==> src/rtl/spi_slave_shifter.sv <==
// SPI mode-0 slave shift stage: assembles MOSI words, serializes a one-entry
// TX buffer onto MISO, driven by pre-detected SCLK/CS edge pulses.
module spi_slave_shifter #(
  parameter int               WIDTH     = 8,
  parameter logic [WIDTH-1:0] IDLE_WORD = '1
) (
  input  logic             clk,
  input  logic             rst,
  input  logic             sclk_pos,
  input  logic             sclk_neg,
  input  logic             cs_fall,
  input  logic             cs_rise,
  input  logic             mosi,
  output logic             miso,
  output logic             miso_oe,
  output logic [WIDTH-1:0] rx_data,
  output logic             rx_valid,
  input  logic [WIDTH-1:0] tx_data,
  input  logic             tx_valid,
  output logic             tx_ready,
  output logic             tx_underrun,
  output logic             frame_done
);

  localparam int CW = $clog2(WIDTH);
  localparam logic [CW-1:0] LAST = CW'(WIDTH - 1);

  typedef enum logic {IDLE, ACTIVE} state_t;

  state_t           state, state_nxt;
  logic [CW-1:0]    cnt;
  logic [WIDTH-2:0] rx_shift;
  logic [WIDTH-1:0] tx_shift;
  logic [WIDTH-1:0] buf_data;
  logic             buf_full;

  logic frame_start, frame_end, rx_step, tx_step;
  logic tx_load, tx_adv, buf_wr;

  always_ff @(posedge clk or negedge rst) begin
    if (!rst) state <= IDLE;
    else      state <= state_nxt;
  end

  // Priority inside a frame: cs_rise, then restart, then RX edge, then TX edge.
  always_comb begin
    state_nxt   = state;
    frame_start = 1'b0;
    frame_end   = 1'b0;
    rx_step     = 1'b0;
    tx_step     = 1'b0;
    case (state)
      IDLE: begin
        if (cs_fall) begin
          state_nxt   = ACTIVE;
          frame_start = 1'b1;
        end
      end
      ACTIVE: begin
        if (cs_rise) begin
          state_nxt = IDLE;
          frame_end = 1'b1;
        end else if (cs_fall) begin
          frame_start = 1'b1;
        end else if (sclk_pos) begin
          rx_step = 1'b1;
        end else if (sclk_neg) begin
          tx_step = 1'b1;
        end
      end
      default: state_nxt = IDLE;
    endcase
  end

  assign tx_load  = frame_start || (tx_step && cnt == '0);
  assign tx_adv   = tx_step && cnt != '0;
  assign buf_wr   = tx_valid && !buf_full;
  assign tx_ready = !buf_full;

  always_ff @(posedge clk or negedge rst) begin
    if (!rst) begin
      cnt         <= '0;
      rx_shift    <= '0;
      tx_shift    <= '0;
      buf_data    <= '0;
      buf_full    <= 1'b0;
      rx_data     <= '0;
      rx_valid    <= 1'b0;
      miso        <= 1'b0;
      miso_oe     <= 1'b0;
      tx_underrun <= 1'b0;
      frame_done  <= 1'b0;
    end else begin
      rx_valid    <= 1'b0;
      tx_underrun <= 1'b0;
      frame_done  <= 1'b0;

      if (frame_start) begin
        cnt     <= '0;
        miso_oe <= 1'b1;
      end

      // Partial RX word is simply abandoned; the counter reset discards it.
      if (frame_end) begin
        cnt        <= '0;
        miso_oe    <= 1'b0;
        frame_done <= 1'b1;
      end

      if (rx_step) begin
        rx_shift <= {rx_shift[WIDTH-3:0], mosi};
        if (cnt == LAST) begin
          rx_data  <= {rx_shift, mosi};
          rx_valid <= 1'b1;
          cnt      <= '0;
        end else begin
          cnt <= cnt + 1'b1;
        end
      end

      if (tx_load) begin
        if (buf_full) begin
          tx_shift <= buf_data;
          miso     <= buf_data[WIDTH-1];
          buf_full <= 1'b0;
        end else begin
          tx_shift    <= IDLE_WORD;
          miso        <= IDLE_WORD[WIDTH-1];
          tx_underrun <= 1'b1;
        end
      end

      if (tx_adv) begin
        tx_shift <= {tx_shift[WIDTH-2:0], 1'b0};
        miso     <= tx_shift[WIDTH-2];
      end

      // A write racing an empty-buffer load lands after the idle word is taken.
      if (buf_wr) begin
        buf_data <= tx_data;
        buf_full <= 1'b1;
      end
    end
  end

endmodule
==> config.mk <==
export PLATFORM = sky130hd
export DESIGN_NAME = spi_slave_shifter
export DESIGN_NICKNAME = d
export VERILOG_FILES = /design/src/rtl/spi_slave_shifter.sv
export SDC_FILE = /design/constraint.sdc
export NUM_CORES = 1
export LEC_CHECK = 0
export ABC_CLOCK_PERIOD_IN_PS = 2000
export BUFFER_PORTS_ARGS = -buffer_cell sky130_fd_sc_hd__buf_2
export CORE_MARGIN = 3
export CORE_UTILIZATION = 28
export DETAILED_ROUTE_END_ITERATION = 10
export MAX_ROUTING_LAYER = met4
export SKIP_CTS_REPAIR_TIMING = 1
export SLEW_MARGIN = 15
export SYNTH_ARGS = -nofsm -noshare
export SYNTH_HDL_FRONTEND = slang
export SYNTH_SLANG_ARGS = --single-unit
==> constraint.sdc <==
create_clock -name clk -period 2 [get_ports clk]
set_input_delay 0.4 -clock clk [delete_from_list [all_inputs] [get_ports clk]]
set_output_delay 0.4 -clock clk [all_outputs]
set_load 0.03 [all_outputs]
==> impl_results.md, run 1 <==
* Total track usage at 9.52%
* Max-slew headroom at 68.1%
* Syn. warnings at 0
* Nets at 182
* Root Driver: clkbuf_8
* Initial Util at 29.1%
* Drt wl/cell at 12.9 µm
* Routability congestion estimate from global placement at 0.774
* Asr flop ratio synth at 100%
* Hold WS at 68.3 ps
* Placed cells at 231
* #FFs+latches synth at 40
* Worst-path clk slew at 70 ps
* Post-route ant nets at 0
* Via count at 1069
* Crit share post-route at 73.0%
* CP max FO at 8
* Area leader, netlist: dfrtp_1
* Number of port buffers at 29
* Pin count of the biggest net entering global routing at 22
* Most used DFF post-synth: dfrtp_1
* Non-Filler Instances at 236
* Boundary Pins at 30
* Top cell type's share of synthesized area at 57.7%
* DIE AREA at 7180 µm²
* Worst Setup End Kind: flip-flop
* Design Power at 1.93 mW
* Avg Cell Area, Syn at 13.6 µm²
* Row count at 28
* Number of global-route vias before repair at 1105
* Pre-CTS setup slack at 443 ps
* Power per Cell Area at 943 nW/µm²
* Status: finished clean
* Worst-margin pin slew at 478 ps
* Chip height at 84.7 µm
* CTS tree: done
* CTS sink cnt at 40
* Antenna Cells at 0
* FILL cells at 612
* H-tree Lvls at 2
* First DRT Iteration DRCs at 44
* Fin. max-slew vios at 0
* Syn nets at 147
* RSZ-0062 raised after global routing: no
* # DRC at 0
* Worst path required time at 2150 ps
* Worst setup margin at 539 ps
* Global-route wire length before repair at 5290 µm
* Worst clock skew at 3.39 ps
* Clock Latency Late Sink at 280 ps
* Element type at the critical path start: flip-flop
* Leakage at 1.04 nW
* Layout cells sized above 1 at 42.9%
* Syn-to-layout area delta at 18.2%
* Post-DR vias/cell at 4.53
* Worst IR Drop VDD at 0.243 mV
* HP Class: in -> async
* Data arrival, critical path at 1610 ps
* Crit Path Class: reg -> reg
* Hpwl dp at 2230 µm
* Setup TNS at 0 ps
* Post-Syn Area at 1740 µm²
* Total grt overflow at 0
* Fin crit period at 1460 ps
* Routed Wire Length at 3050 µm
* Count of final setup violators at 0
* Pre-antenna DRT Iters at 4
* Final Hold Viols at 0
* Total CTS buffers at 5
* Max-cap violations at 0
* Die width at 84.7 µm
* Fmax at 685 MHz
* Core ar. at 5960 µm²
* Antenna violations before repair at 0
* Post-synthesis sequential area ratio at 57.7%
* EDFF count, synth at 0
* Clock Path Buffers at 2
* Synth cell types at 31
* Synth Instances at 128
* Most area-consuming cells after synthesis: dfrtp_1, mux2_2, mux2_4
## metrics by stage
stage,util [%],instance area [µm²]
6_report,34.4,2050
5_1_grt,34.4,2050
4_1_cts,34.4,2050
3_5_place_dp,33.3,1980
3_3_place_gp,33.3,1980
2_1_floorplan,-,1740
## final timing paths
check,slack [ps],start,cells after the start,to
max reg2reg,540,cnt[0],6,tx_shift[4]
max in group asynchronous,1450,rst,2,rx_shift[4]
min reg2reg,490,tx_shift[5],2,tx_shift[5]
min in group clk,350,tx_data[6],2,buf_data[6]
min,70,rst,1,tx_underrun
max,540,cnt[0],6,tx_shift[4]
## sequential cells by signal, indices dropped and copies added, names as in the netlist
register / count
buf_data: 8
rx_data: 8
rx_shift: 7
tx_shift: 7
cnt: 3
buf_full: 1
frame_done: 1
miso: 1
miso_oe: 1
rx_valid: 1
state: 1
tx_underrun: 1
## cell usage after synthesis, types with 2 or more instances
master,n
nor2b_1,2
buf_4,2
o21ai_1,7
dfrtp_1,40
ha_1,3
inv_1,6
mux2_2,15
o22ai_1,7
nand2_1,7
mux2_4,8
nor2_1,6
a21oi_1,3
nand2b_1,3
nand3_1,2
## critical path: stages (launching register included)
cell and delay, ps:
dfrtp_1 390, inv_1 60, ha_1 180, nand2b_1 150, nand4_2 240, o22ai_1 220, o21ai_1 80
## routing by layer
layer	routed length, µm	vias to the layer above	GRT usage (%)
met2	1490	16	14.4
met5	0	-	-
met3	98	2	2.36
met4	36	0	4.32
li1	-	520	-
met1	1420	531	12.0
## cells by family after synthesis
logic type                 count (synthesis)  share of synthesized area, %
and+or+nand+nor                           29                          11.5
muxes                                     23                          16.7
adders and majority gates                  3                          2.16
buffers and inverters                      9                          2.45
DFF                                       40                          57.7
AOI/OAI and AO/OA                         24                          9.52
## layout make-up
class / instances / area [µm²] / share of cell area (%)
clock buffers: 5 / 68.8 / 3.36
inverters: 6 / 22.5 / 1.10
multi-input cells: 79 / 692 / 33.7
flip-flops and latches: 40 / 1000 / 48.8
well taps: 75 / 93.8 / 4.58
repair buffers: 31 / 173 / 8.42
## power by group
part	leakage, nW	switching [mW]	internal, mW
clock	0.0359	0.243	0.225
combinational	0.494	0.193	0.188
sequential	0.506	0.107	0.978
total	1.04	0.543	1.39
## cells in the final DEF, fill, tap and decap left out, types with 2 or more instances in the layout
master	Yosys	layout
nor2_1	6	6
buf_2	1	29
nand2_1	7	7
nand2b_1	3	3
ha_1	3	3
nand3_1	2	2
mux2_2	15	15
o22ai_1	7	7
mux2_4	8	8
nor2b_1	2	2
clkbuf_8	0	5
o21ai_1	7	7
a21oi_1	3	3
dfrtp_1	40	40
inv_1	6	6
(Power assumes the default switching activity.)
==> run 2: changes to the inputs <==
--- a/config.mk
+++ b/config.mk
@@ -5,7 +5,7 @@
 export SDC_FILE = /design/constraint.sdc
 export NUM_CORES = 1
 export LEC_CHECK = 0
-export ABC_CLOCK_PERIOD_IN_PS = 2000
+export ABC_CLOCK_PERIOD_IN_PS = 1500
 export BUFFER_PORTS_ARGS = -buffer_cell sky130_fd_sc_hd__buf_2
 export CORE_MARGIN = 3
 export CORE_UTILIZATION = 28
==> constraint.sdc (replaced) <==
create_clock -name clk -period 1.5 [get_ports clk]
set_input_delay 0.3 -clock clk [delete_from_list [all_inputs] [get_ports clk]]
set_output_delay 0.3 -clock clk [all_outputs]
set_load 0.03 [all_outputs]
==> run 2 against run 1 <==
  * Non-clock buffer count increased by 2
  * Via count about the same
  * Die area unchanged
  * Final area increased by 3.2%
  * Hold slack improved by 180 ps
  * Total power increased by 39%
  * Sequential power increased by 33%
  * Critical path type unchanged
  * Largest cell class unchanged
  * Largest power group unchanged
  * Highest routed layer unchanged
==> impl_results.md, run 2 (synthesized netlist as in run 1, its figures left out) <==
* Final Hold Viols at 0 (unchanged)
* FILL cells at 601 (-1.8%)
* Commonest non-fill, non-tap cell in the layout: dfrtp_1
* Boundary Pins at 30 (unchanged)
* Leakage at 1.05 nW (+1.5%)
* Status: finished clean
* DIE AREA at 7180 µm² (unchanged)
* Initial Util at 29.1% (unchanged)
* Routed Wire Length at 3040 µm (-0.30%)
* Root Driver: clkbuf_8
* Layout cells sized above 1 at 43.4% (+0.52 points)
* Fin. max-slew vios at 0 (unchanged)
* Die width at 84.7 µm (unchanged)
* Nets at 184 (+1.1%)
* CTS tree: done
* Hpwl dp at 2150 µm (-3.8%)
* Commonest cells after routing, fill and taps aside: dfrtp_1, buf_2, mux2_2
* Data arrival, critical path at 1620 ps (about the same)
* Power per Cell Area at 1270 nW/µm² (+35%)
* Number of global-route vias before repair at 1081 (-2.2%)
* Worst-path clk slew at 70 ps (about the same)
* Max-slew headroom at 72.7% (+4.6 points)
* Total CTS buffers at 5 (unchanged)
* Fmax at 689 MHz (+0.64%)
* Hold WS at 246 ps (+178 ps)
* H-tree Lvls at 2 (unchanged)
* Final core occ at 35.5% (+1.1 points)
* Routability congestion estimate from global placement at 0.725 (-6.3%)
* Pin count of the biggest net entering global routing at 41 (+86%)
* Row count at 28 (unchanged)
* Total grt overflow at 0 (unchanged)
* Element type at the critical path start: flip-flop
* Via count at 1068 (-0.094%)
* Fin crit period at 1450 ps (-9.29 ps)
* Worst-margin pin slew at 410 ps (-68.6 ps)
* Total track usage at 9.33% (-0.20 points)
* Max-cap violations at 0 (unchanged)
* Post-route ant nets at 0 (unchanged)
* Antenna Cells at 0 (unchanged)
* CTS sink cnt at 40 (unchanged)
* Antenna violations before repair at 0 (unchanged)
* Worst Setup End Kind: flip-flop
* Worst path required time at 1670 ps (-480 ps)
* Count of final setup violators at 0 (unchanged)
* RSZ-0062 raised after global routing: no
* Syn-to-layout area delta at 21.9%
* Worst clock skew at 4.40 ps (+1.01 ps)
* CP max FO at 9 (+1)
* # DRC at 0 (unchanged)
* Post-DR vias/cell at 4.43 (-2.2%)
* Clock Path Buffers at 2 (unchanged)
* Biggest regs: buf_data x8, rx_data x8
* Crit share post-route at 96.8% (+24 points)
* Setup TNS at 0 ps (unchanged)
* Pre-antenna DRT Iters at 4 (unchanged)
* R2R cell count at 4 (-2)
* First DRT Iteration DRCs at 66 (+50%)
* Worst IR Drop VDD at 0.335 mV (+38%)
* Clock Latency Late Sink at 280 ps (about the same)
* Crit Path Class: reg -> reg
* HP Class: in -> reg
* Global-route wire length before repair at 5230 µm (-1.0%)
* Drt wl/cell at 12.6 µm (-2.4%)
* Chip height at 84.7 µm (unchanged)
* Core ar. at 5960 µm² (unchanged)
* Number of port buffers at 29 (unchanged)
* Worst Hold Path Cells at 2
* R2R Setup Slk at 50 ps (-490 ps)
run 2: cell types whose count changed in the layout (fill, tap and decap cells not counted):
cell           before  now
a41o_2              1    0
a41o_4              0    1
buf_4               1    2
clkbuf_1            0    2
clkbuf_8            5    6
dlygate4sd3_1       0    1
nand2b_1            3    2
nand2b_4            0    1
nand4_2             1    0
nand4_4             0    1
run 2: cell type report:
cell class	count	area, µm²	area share [%]
Sequential cell	40	1000	47.3
Multi-Input combinational cell	79	718	33.9
Timing Repair Buffer	33	190	8.99
Tap cell	75	93.8	4.44
Clock buffer	8	90.1	4.26
Inverter	6	22.5	1.06
run 2: worst paths after layout:
| check | from | endpoint |
|---|---|---|
| worst min-delay path | tx_data[7] | buf_data[7] |
| min in group asynchronous | rst | tx_underrun |
| worst max register to register | cnt[0] | rx_data[5] |
| max in group asynchronous | rst | rx_shift[5] |
| worst min register to register | tx_shift[4] | tx_shift[4] |
| worst max-delay path | cnt[0] | rx_data[5] |
run 2: metal layers:
layer | track usage (%) | part of all wire [%] | vias up | routed length [µm]
li1 | - | - | 529 | -
met1 | 12.4 | 47 | 518 | 1440
met2 | 13.4 | 48 | 17 | 1450
met3 | 2.26 | 3.6 | 4 | 108
met4 | 4.32 | 1.4 | 0 | 42
met5 | - | 0 | - | 0
run 2: through the flow:
| stage | instance area, µm² | power, mW | std cells | setup WS (ps) |
|---|---|---|---|---|
| 5_1_grt | 2120 | 2.86 | 241 | 5.47 |
| 2_1_floorplan | 1740 | 1.81 | 128 | 133 |
| 3_5_place_dp | 1990 | 1.98 | 232 | 66.1 |
| 6_report | 2120 | 2.69 | 241 | 48.7 |
| 4_1_cts | 2080 | 2.71 | 240 | 43.8 |
| 3_3_place_gp | 1990 | 1.97 | 232 | 75.1 |
run 2: power by group:
part | switching [mW] | internal (mW)
sequential | 0.138 | 1.30
clock | 0.351 | 0.375
combinational | 0.260 | 0.262
run 2: critical path, cell delays in order, from the launching register on:
cell     delay, ps
dfrtp_1        410
ha_1           210
ha_1           260
nand2_8        140
mux2_4         310
==> run 3: changes to the inputs <==
--- a/config.mk
+++ b/config.mk
@@ -11,6 +11,7 @@
 export CORE_UTILIZATION = 28
 export DETAILED_ROUTE_END_ITERATION = 10
 export MAX_ROUTING_LAYER = met4
+export PLACE_DENSITY = 0.45
 export SKIP_CTS_REPAIR_TIMING = 1
 export SLEW_MARGIN = 15
 export SYNTH_ARGS = -nofsm -noshare
==> run 3 against run 2 <==
  * Setup slack improved by 8.5 ps
  * Combinational power increased by 3%
  * Clock-buffer cell count fell by 3
  * Highest routed layer unchanged
  * Sequential power hardly changed
==> impl_results.md, run 3 (synthesized netlist as in run 1, its figures left out) <==
* Total track usage at 9.82% (+0.49 points)
* Min-delay src: tx_data[0]
* Met2 GRT Util at 13.4% (unchanged)
* Antenna violations before repair at 0 (unchanged)
* Antenna Cells at 0 (unchanged)
* Row count at 28 (unchanged)
* Global-route wire length before repair at 5380 µm (+2.9%)
* Layout cells sized above 1 at 45.9% (+2.5 points)
* Fin. max-slew vios at 0 (unchanged)
* Total grt overflow at 0 (unchanged)
* CTS tree: done
* Setup TNS at 0 ps (unchanged)
* Pin count of the biggest net entering global routing at 25 (-39%)
* Commonest non-fill, non-tap cell in the layout: dfrtp_1
* Worst Hold Path Cells at 2 (unchanged)
* Crit Reg-Reg Endpoint: rx_data[7]
* Max-cap violations at 0 (unchanged)
* Pre-antenna DRT Iters at 4 (unchanged)
* CTS sink cnt at 40 (unchanged)
* Met3 Use GR at 3.14% (+0.88 points)
* DIE AREA at 7180 µm² (unchanged)
* Leakage at 1.08 nW (+2.6%)
* H-tree Lvls at 2 (unchanged)
* Number of global-route vias before repair at 1105 (+2.2%)
* Worst-path clk slew at 80 ps (about the same)
* Worst path required time at 1680 ps (about the same)
* Flip-flop and latch area at 1000 µm² (unchanged)
* Max-slew headroom at 72.9% (+0.17 points)
* Worst clock skew at 11.3 ps (+6.94 ps)
* Fmax at 693 MHz (+0.59%)
* Drt wl/cell at 12.9 µm (+2.2%)
* Count of final setup violators at 0 (unchanged)
* Nets at 188 (+2.2%)
* Biggest regs: buf_data x8, rx_data x8
* Commonest cells after routing, fill and taps aside: dfrtp_1, buf_2, mux2_2
* GR peak layer: met2
* Post-route ant nets at 0 (unchanged)
* Number of port buffers at 29 (unchanged)
* Pre-CTS setup slack at 63.1 ps (-3.03 ps)
* Power per Cell Area at 1320 nW/µm² (+3.7%)
* Boundary Pins at 30 (unchanged)
* Clock Path Buffers at 2 (unchanged)
* Worst-margin pin slew at 407 ps (-2.61 ps)
* Crit Path Class: reg -> reg
* # DRC at 0 (unchanged)
* Fin crit period at 1440 ps (-8.52 ps)
* Syn-to-layout area delta at 24.9%
* Total CTS buffers at 5 (unchanged)
* Hold Path Sink: buf_data[0]
* Via count at 1089 (+2.0%)
* R2R cell count at 4 (unchanged)
* Final core occ at 36.4% (+0.86 points)
* RSZ-0062 raised after global routing: no
* Element type at the critical path start: flip-flop
* Worst setup margin at 57.2 ps (+8.52 ps)
* Core ar. at 5960 µm² (unchanged)
* Clock Latency Late Sink at 290 ps (about the same)
* Worst Setup End Kind: flip-flop
* Area post-placement at 2000 µm² (+0.75%)
* CP max FO at 9 (unchanged)
* Status: finished clean
* Routed Wire Length at 3160 µm (+3.9%)
* Routability congestion estimate from global placement at 0.802 (+11%)
* Final Hold Viols at 0 (unchanged)
* Root Driver: clkbuf_8
* Worst IR Drop VDD at 0.424 mV (+27%)
* Initial Util at 29.1% (unchanged)
* Crit share post-route at 96.2% (-0.57 points)
* Area of the multi-input gates at 718 µm² (unchanged)
* First DRT Iteration DRCs at 48 (-27%)
* Post-DR vias/cell at 4.44 (+0.30%)
* FILL cells at 609 (+1.3%)
* HP Class: in -> reg
* M1 GR Usage at 12.9% (+0.52 points)
* Chip height at 84.7 µm (unchanged)
* Die width at 84.7 µm (unchanged)
* Worst r2r src: cnt[0]
* R2R Setup Slk at 60 ps (about the same)
* Final Cell Area at 2170 µm² (+2.4%)
* Data arrival, critical path at 1620 ps (about the same)
* Hpwl dp at 2320 µm (+8.1%)
* Hold WS at 237 ps (-9.56 ps)
## run 3: changes by cell type in the layout (fill, tap and decap cells not counted), sizes merged
| cell | delta |
|---|---|
| buf | +4 |
| clkbuf | -3 |
| bufinv | +1 |
| clkinvlp | +1 |
| clkinv | +1 |
## run 3: metrics by stage
stage	cells	total power, mW
detailed placement	234	2.00
global route	245	3.02
CTS	242	2.87
global placement	234	1.98
finish	245	2.86
floorplan	128	1.81
## run 3: layer usage
metal / vias to the layer above / wire length, µm
li1: 532 / -
met1: 526 / 1490
met2: 23 / 1430
met3: 8 / 154
met4: 0 / 79
met5: - / 0
## run 3: power breakdown
group | total [mW] | switching [mW] | internal, mW | leakage, nW
Combinational | 0.539 | 0.266 | 0.274 | 0.519
Sequential | 1.45 | 0.147 | 1.30 | 0.506
Clock | 0.869 | 0.377 | 0.492 | 0.0541
## run 3: worst max-delay path, stage by stage (launching register included)
cell	delay, ps
dfrtp_1	410
ha_1	210
ha_1	260
nand2_8	140
mux2_4	310
## run 3: layout make-up
class | instances | area share [%]
Sequential cell | 40 | 46.2
Multi-Input combinational cell | 79 | 33.1
Timing Repair Buffer | 37 | 10.2
Tap cell | 75 | 4.33
Clock buffer | 5 | 3.18
Clock inverter | 3 | 1.96
Inverter | 6 | 1.04
## run 3: worst max-delay path by stage
| stage | start | endpoint | slack (ps) | cells after the start |
|---|---|---|---|---|
| 2_1_floorplan | cnt[0] | rx_data[0] | 130 | 4 |
| 3_3_place_gp | cnt[0] | rx_data[3] | 80 | 4 |
| 3_5_place_dp | cnt[0] | rx_data[7] | 60 | 4 |
| 4_1_cts | cnt[0] | rx_data[7] | 50 | 4 |
| 5_1_grt | cnt[0] | rx_data[7] | 5 | 4 |
| 6_report | cnt[0] | rx_data[7] | 60 | 4 |
